<file path="config.mk">
export PLATFORM = sky130hd
export DESIGN_NAME = audio_mix_scheduler_flat
export DESIGN_NICKNAME = d
export VERILOG_FILES = /design/src/rtl/audio_mix_scheduler_if.sv /design/src/rtl/audio_mix_scheduler.sv /design/src/flat_wrapper.sv
export SDC_FILE = /design/constraint.sdc
export NUM_CORES = 1
export LEC_CHECK = 0
export CAP_MARGIN = 20
export CORE_UTILIZATION = 45
export DETAILED_ROUTE_END_ITERATION = 12
export PLACE_DENSITY = 0.73
export SLEW_MARGIN = 20
export SYNTH_ARGS = -nofsm -noshare
export SYNTH_HDL_FRONTEND = slang
export SYNTH_SLANG_ARGS = --single-unit
</file>
<file path="constraint.sdc">
create_clock -name clk -period 3.9 [get_ports clk]
set_clock_uncertainty 0.15 [all_clocks]
set_input_delay 0.585 -clock clk [delete_from_list [all_inputs] [get_ports clk]]
set_output_delay 0.585 -clock clk [all_outputs]
set_load 0.01 [all_outputs]
</file>
<file path="src/rtl/audio_mix_scheduler_if.sv">
// Voice-to-modulator bus for audio_mix_scheduler.
//   ch_data      channel samples, channel i at [i*WIDTH +: WIDTH]
//   ch_enable    per-channel mix enable
//   mute         forces the frame result to zero
//   ch_ack       one-cycle pulse when channel i is sampled
//   pwm_data     mixed sample held for the PWM modulator
//   frame_strobe one-cycle pulse when pwm_data is updated
//   clip         pulses with frame_strobe when the mix saturated
// master: voice-generator / PWM side. slave: the scheduler.
interface audio_mix_scheduler_if #(
    parameter int unsigned CHANNELS = 4,
    parameter int unsigned WIDTH    = 6
);
    logic [CHANNELS*WIDTH-1:0] ch_data;
    logic [CHANNELS-1:0]       ch_enable;
    logic                      mute;
    logic [CHANNELS-1:0]       ch_ack;
    logic [WIDTH-1:0]          pwm_data;
    logic                      frame_strobe;
    logic                      clip;

    modport master (
        output ch_data,
        output ch_enable,
        output mute,
        input  ch_ack,
        input  pwm_data,
        input  frame_strobe,
        input  clip
    );

    modport slave (
        input  ch_data,
        input  ch_enable,
        input  mute,
        output ch_ack,
        output pwm_data,
        output frame_strobe,
        output clip
    );
endinterface

</file>
<file path="src/rtl/audio_mix_scheduler.sv">
// Time-multiplexed mixer and sequencer for the shared PWM modulator.
// Once per sample frame (SAMPLE_DIV clocks) the channels are scanned one per clock, enabled
// samples are summed into a wide accumulator, and the saturated result is loaded into the
// PWM data register.
// Ports:
//   clk  system clock, rising edge
//   rst  synchronous reset, active-high
//   bus  audio_mix_scheduler_if.slave (ch_data, ch_enable, mute in;
//        ch_ack, pwm_data, frame_strobe, clip out)
// CHANNELS must be a power of two >= 2; SAMPLE_DIV must be >= CHANNELS+2.
module audio_mix_scheduler #(
    parameter int unsigned CHANNELS   = 4,
    parameter int unsigned WIDTH      = 6,
    parameter int unsigned SAMPLE_DIV = 64
) (
    input  logic                  clk,
    input  logic                  rst,
    audio_mix_scheduler_if.slave  bus
);

    localparam int unsigned IdxW = $clog2(CHANNELS);
    // Wide enough that summing every channel at full scale cannot wrap.
    localparam int unsigned AccW = WIDTH + IdxW;
    localparam int unsigned DivW = $clog2(SAMPLE_DIV);

    localparam logic [IdxW-1:0] LastIdx = IdxW'(CHANNELS - 1);
    localparam logic [DivW-1:0] DivLast = DivW'(SAMPLE_DIV - 1);
    localparam logic [AccW-1:0] SatMax  = AccW'((1 << WIDTH) - 1);

    typedef enum logic [1:0] {
        StIdle,
        StScan,
        StLoad
    } state_e;

    state_e            state_q;
    logic [DivW-1:0]   div_q;
    logic [IdxW-1:0]   idx_q;
    logic [AccW-1:0]   acc_q;
    logic [WIDTH-1:0]  pwm_q;
    logic              strobe_q;
    logic              clip_q;

    logic [WIDTH-1:0]    cur_sample;
    logic                cur_enable;
    logic                acc_sat;
    logic [CHANNELS-1:0] ack;

    // Free-running frame divider, independent of the FSM.
    always_ff @(posedge clk) begin
        if (rst) begin
            div_q <= '0;
        end else if (div_q == DivLast) begin
            div_q <= '0;
        end else begin
            div_q <= div_q + DivW'(1);
        end
    end

    // Select the channel addressed by the scan index.
    always_comb begin
        cur_sample = '0;
        cur_enable = 1'b0;
        for (int unsigned i = 0; i < CHANNELS; i++) begin
            if (idx_q == IdxW'(i)) begin
                cur_sample = bus.ch_data[i*WIDTH +: WIDTH];
                cur_enable = bus.ch_enable[i];
            end
        end
    end

    assign acc_sat = (acc_q > SatMax);

    // Sequencer: IDLE waits for the frame tick, SCAN walks the channels, LOAD publishes.
    always_ff @(posedge clk) begin
        if (rst) begin
            state_q  <= StIdle;
            idx_q    <= '0;
            acc_q    <= '0;
            pwm_q    <= '0;
            strobe_q <= 1'b0;
            clip_q   <= 1'b0;
        end else begin
            strobe_q <= 1'b0;
            clip_q   <= 1'b0;
            unique case (state_q)
                StIdle: begin
                    if (div_q == '0) begin
                        state_q <= StScan;
                        idx_q   <= '0;
                        acc_q   <= '0;
                    end
                end
                StScan: begin
                    if (cur_enable) begin
                        acc_q <= acc_q + AccW'(cur_sample);
                    end
                    if (idx_q == LastIdx) begin
                        state_q <= StLoad;
                    end
                    // Wraps back to 0 after the last channel.
                    idx_q <= idx_q + IdxW'(1);
                end
                StLoad: begin
                    if (bus.mute) begin
                        pwm_q <= '0;
                    end else if (acc_sat) begin
                        pwm_q <= '1;
                    end else begin
                        pwm_q <= acc_q[WIDTH-1:0];
                    end
                    clip_q   <= !bus.mute && acc_sat;
                    strobe_q <= 1'b1;
                    state_q  <= StIdle;
                end
                default: begin
                    state_q <= StIdle;
                end
            endcase
        end
    end

    // Ack is decoded from the FSM registers, so it is one-hot (or zero) by construction.
    always_comb begin
        ack = '0;
        if (state_q == StScan) begin
            for (int unsigned i = 0; i < CHANNELS; i++) begin
                ack[i] = (idx_q == IdxW'(i)) && bus.ch_enable[i];
            end
        end
    end

    assign bus.ch_ack       = ack;
    assign bus.pwm_data     = pwm_q;
    assign bus.frame_strobe = strobe_q;
    assign bus.clip         = clip_q;

endmodule
</file>
<file path="src/flat_wrapper.sv">
// flat-port wrapper written by rule: the top's interface ports become plain ports
module audio_mix_scheduler_flat 
#(
    parameter int unsigned CHANNELS   = 4,
    parameter int unsigned WIDTH      = 6,
    parameter int unsigned SAMPLE_DIV = 64
)
  (clk, rst, bus_ch_data, bus_ch_enable, bus_mute, bus_ch_ack, bus_pwm_data, bus_frame_strobe, bus_clip);
  audio_mix_scheduler_if #(.CHANNELS(CHANNELS), .WIDTH(WIDTH)) bus_i ();
  input  logic clk;
  input  logic rst;
  input wire logic [$bits(bus_i.ch_data)-1:0] bus_ch_data;
  input wire logic [$bits(bus_i.ch_enable)-1:0] bus_ch_enable;
  input wire logic [$bits(bus_i.mute)-1:0] bus_mute;
  output wire logic [$bits(bus_i.ch_ack)-1:0] bus_ch_ack;
  output wire logic [$bits(bus_i.pwm_data)-1:0] bus_pwm_data;
  output wire logic [$bits(bus_i.frame_strobe)-1:0] bus_frame_strobe;
  output wire logic [$bits(bus_i.clip)-1:0] bus_clip;
  assign bus_i.ch_data = bus_ch_data;
  assign bus_i.ch_enable = bus_ch_enable;
  assign bus_i.mute = bus_mute;
  assign bus_ch_ack = bus_i.ch_ack;
  assign bus_pwm_data = bus_i.pwm_data;
  assign bus_frame_strobe = bus_i.frame_strobe;
  assign bus_clip = bus_i.clip;
  audio_mix_scheduler #(.CHANNELS(CHANNELS), .WIDTH(WIDTH), .SAMPLE_DIV(SAMPLE_DIV)) u_core (.clk(clk), .rst(rst), .bus(bus_i));
endmodule
</file>
**Yosys cells after proc, flatten, opt, wreduce, memory -nomap -nowiden**

Cells that the tools add are included.

- Bits in registers: 26
- Input port bits: 31
- Word-level logic and storage cells: 56

- Add/sub/neg operators: 3
- $lt $le $gt $ge: 1
- Equality and inequality tests: 9
- Mux-type cells: 20
- Bitwise gates (word level): 1
- Reduce and logical (&&, ||, !) cells: 15

Operators by type and width:

| kind | count |
|---|---|
| $mux 6 | 6 |
| $mux 8 | 2 |
| $pmux 8 s2 | 1 |
| $add 8x6->8 | 1 |
| $gt 8x6->1 const B | 1 |
| $pmux 2 s2 | 2 |
| $add 6x1->6 const B | 1 |
| $eq 2x2->1 const B | 3 |
| $eq 6x6->1 const B | 1 |
| $logic_not 6->1 | 1 |
| $mux 2 | 3 |
| $ne 2x1->1 const B | 3 |
| $logic_and 1x1->1 | 5 |
| $mux 1 | 5 |
| $eq 2x1->1 const B | 2 |
| $logic_not 2->1 | 2 |
| $mux 4 | 1 |
| $reduce_and 2->1 | 2 |
| $reduce_or 2->1 | 2 |
| $reduce_and 3->1 | 1 |
| $add 2x1->2 const B | 1 |
| $reduce_bool 2->1 | 1 |
| $logic_not 1->1 | 1 |
| $not 1->1 | 1 |

**Depth between registers and ports, before layout**

- Depth after elaboration: 8
- Mapped depth: 15
- Depth with buffers taken out: 15

**Worst setup path before layout**

OpenSTA, ideal clock, no wires.

- Path kind: register to register
- Start point: reg u_core.idx_q[1]
- End point: reg u_core.acc_q[6]
- Arrival: 2689 ps
- Data required time: 3680 ps
- Setup slack: 991 ps
- Cell stages (with the launch flop): 16
- Path buffers: 1
- Period minus slack after synthesis: 2909 ps
- Cells stage by stage: dfxtp_1 inv_1 ha_1 clkbuf_1 a22oi_1 nor2_1 a21oi_1 o21ai_0 ha_1 inv_1 fa_1 nor2b_1 o31a_1 nor3_1 or4_1 a21boi_1

- Word-level cells in the longest chain between the ends: 8
- Elaborated cells between the ends (all ways): 17
- Classes of those cells: add/sub: 1; eq/ne: 4; mux: 10; reduce/logical: 2

Ends and longest elaborated chain:

| element | line | source |
|---|---|---|
| from (decl) | audio_mix_scheduler.sv:38 | `logic [IdxW-1:0] idx_q;` |
| from (signal assigned) | audio_mix_scheduler.sv:102 | `idx_q <= idx_q + IdxW'(1);` |
| $logic_not 2->1 | audio_mix_scheduler.sv:65 | `if (idx_q == IdxW'(i)) begin` |
| $mux 6 (4 in a row) | audio_mix_scheduler.sv:65 |  |
| $add 8x6->8 | audio_mix_scheduler.sv:96 | `acc_q <= acc_q + AccW'(cur_sample);` |
| $mux 8 | audio_mix_scheduler.sv:95 | `if (cur_enable) begin` |
| $pmux 8 s2 | audio_mix_scheduler.sv:86 | `unique case (state_q)` |
| to (signal assigned) | audio_mix_scheduler.sv:96 |  |
| to (decl) | audio_mix_scheduler.sv:39 | `logic [AccW-1:0] acc_q;` |

Several ways; a longest one is shown, not always the timed one. The select of a mux whose other input is x is not followed.
A chain may end at the register's enable or synchronous reset.

**Final worst setup path**

Ends and elaborated chain as after synthesis.

==> metrics <==
CP bufs+invs=2; layout cells sized above 1=under 10%; vias in the first global route=about 1300; Worst-Skew Late Latency=0.33 ns; CP max-delay cell=dfxtp_1; Worst Tran Pin Value=between 0.7 and 0.8 ns; mean routed wirelength per cell=12.2 µm; postcts setup bufs=0; total number of vias=between 1000 and 1500; CTS buffer count=3; DRC Markers=0; H-tree levels=1; clock-pin transition on the worst setup and hold timing paths=about 0.15 ns; unrepaired setup endpoints after global routing=no; Post-Syn Area=around 0.0016 mm²; slowest cell delay on critical path=0.40 ns; maximum VDD drop=between 200 and 250 µV; fin crit share=between 80% and 90%; pin count of the biggest net entering global routing=22; total power=approximately 0.66 mW; Pins Over Slew Limit=0; Area growth, synth to finish=31.7%; setup TNS=0 ns; setup ws final=0.606 ns; most common cell after layout, fill and taps aside=clkdlybuf4s50_1; TritonCTS sink count=26; Detail Route Antenna Nets=0; Arrival @ worst endpoint=approximately 3.4 ns; Net Count, Synth=~240; Synth Flop Type=dfxtp_1; hold crit path type=reg2reg; I/O Buffers=42; Largest delay share family, worst path=simple AND/OR/NAND/NOR gates; CTS Buffer Depth=2; placed wire-length estimate=between 2 and 3 mm; Leak=0.794 nW; DR vias/cell=5.17; Resized Gates After CTS=0; worst-path fanout max=14; core area=~0.0033 mm²; placed cell area=between 0.002 and 0.0025 mm²; DR pass1 iterations=4; Final #Nets=281; post-synth top area share=roughly a third; die area=about 0.0037 mm²; final instance count without filler cells=~280; critical path class=reg2reg; initial antenna violation count=0; Die H=61.1 µm; Place WS=0.591 ns; endpoints failing setup=0; Max-cap violations=0; crit path time final=between 3 and 4 ns; grt total ovfl=0; synth warn=0; Power per Cell Area=between 300 and 400 mW/mm²; antenna cells=0; CTS tree=yes; Synth cell types=37; Die Width=around 60 µm; Post-Route WL=3.44 mm; final hold viol count=0; Post-Synthesis Cells=just under 200; # rows=21; Avg Cell Area, Syn=~8 µm²; commonest non-fill, non-tap cells in the layout=clkdlybuf4s50_1, nor2_1, dfxtp_1; cts hold-fix bufs=0; status=completed; # IOs=43; Yosys reg bits=26; Root Driver=clkbuf_4; cell area after layout=between 0.002 and 0.0025 mm²; Rel. slew slack=between 40% and 50%; Async SR Flop Fraction=0%; Post-synth EDFFs=0; global placement routability congestion=between 0.8 and 0.9; top cell type by total area after synthesis=dfxtp_1; critical path required time=about 4 ns; DRT iter0 DRCs=53; top post-synthesis cells by area=dfxtp_1, ha_1, a21oi_1; Setup crit end kind=flip-flop; CP startpoint kind=flip-flop; fmax=about 0.30 GHz; sequential element share of the synthesized area=33.1%; first-pass GRT wire length=~5.7 mm; crit path cell chain=inv_1 -> ha_1 -> nor2b_1 -> a22oi_1 -> nor2_1 -> a21oi_1 -> o21ai_0 -> ha_1 -> inv_1 -> fa_1 -> nor2b_1 -> o31a_1 -> nor3_1 -> or4_1 -> a21boi_1; Initial Utilization=roughly 47%; total track usage=20.3%; Post-Place Cells=278
## worst paths after layout
kind                   startpoint              end  slack, ns  cells after the start
setup / recovery  u_core.idx_q[1]  u_core.acc_q[6]       0.61                     15
hold / removal    u_core.div_q[0]  u_core.div_q[0]       0.32                      1
setup reg to reg  u_core.idx_q[1]  u_core.acc_q[6]       0.61                     15
hold reg to reg   u_core.div_q[0]  u_core.div_q[0]       0.32                      1
## layout make-up
cell class | count | area (µm²)
clock buffer | 3 | 22.5
clock inverter | 1 | 30.0
fill | 318 | 1270
inverter | 9 | 33.8
multi-input combinational | 155 | 986
sequential | 26 | 520
tap | 46 | 57.6
timing repair buffer | 42 | 420
## layer usage
metal / wire length (µm) / GRT usage, % / vias up
met5: 0 / 0 / -
met4: 10 / 3.57 / 0
met3: 55 / 3.99 / 2
met2: 1690 / 35.9 / 11
met1: 1680 / 25.8 / 672
li1: - / - / 774
## stage by stage
step / hold slack [ns] / utilization (%)
2_1_floorplan: 0.276 / -
3_3_place_gp: 0.293 / 60.5
3_5_place_dp: 0.303 / 60.5
4_1_cts: 0.334 / 62.1
5_1_grt: 0.365 / 62.1
6_report: 0.324 / 62.1
## worst reg2reg max path: cells and delay by family, from the launching register on
family          cells  cell delay [ns]
flops               1             0.40
buf+inv             2             0.14
simple gates        5             0.99
compound gates      5             0.65
fa+ha+maj           3             0.93
## cells in the mapped netlist (all sizes together) (2+ instances only)
| master | count |
|---|---|
| nand2 | 15 |
| ha | 12 |
| and3 | 8 |
| a21o | 2 |
| clkbuf | 6 |
| nand3 | 4 |
| a211oi | 2 |
| o31ai | 2 |
| xnor2 | 4 |
| nor2 | 29 |
| dfxtp | 26 |
| buf | 2 |
| a21boi | 2 |
| nand2b | 2 |
| nor3 | 10 |
| mux2i | 2 |
| or4 | 2 |
| o21ai | 8 |
| inv | 9 |
| a32o | 2 |
| nor4 | 2 |
| a21oi | 23 |
| nor2b | 6 |
| nand3b | 7 |
## power by group
part,leakage [nW],internal (mW),total [mW],switching [mW]
clock network,0.0279,0.104,0.186,0.0824
registers,0.211,0.276,0.285,0.00920
logic,0.555,0.0910,0.186,0.0947
total,0.794,0.471,0.657,0.186
## cell families after synthesis
logic type	Yosys count	synth area share (%)
buf+inv	17	4.22
fa+ha+maj	13	10.8
simple gates	87	27.8
flops	26	33.1
mux	2	1.27
compound gates	48	20.0
xor+xnor	5	2.78
## state kept, by name (all words and copies together), names as in the netlist
signal and flops:
u_core.acc_q 8, u_core.state_q 2, u_core.div_q 6, u_core.bus.frame_strobe 1, u_core.bus.pwm_data 6, u_core.idx_q 2
u_core.bus.clip 1
Note: power is estimated with default switching activity, not from simulation.
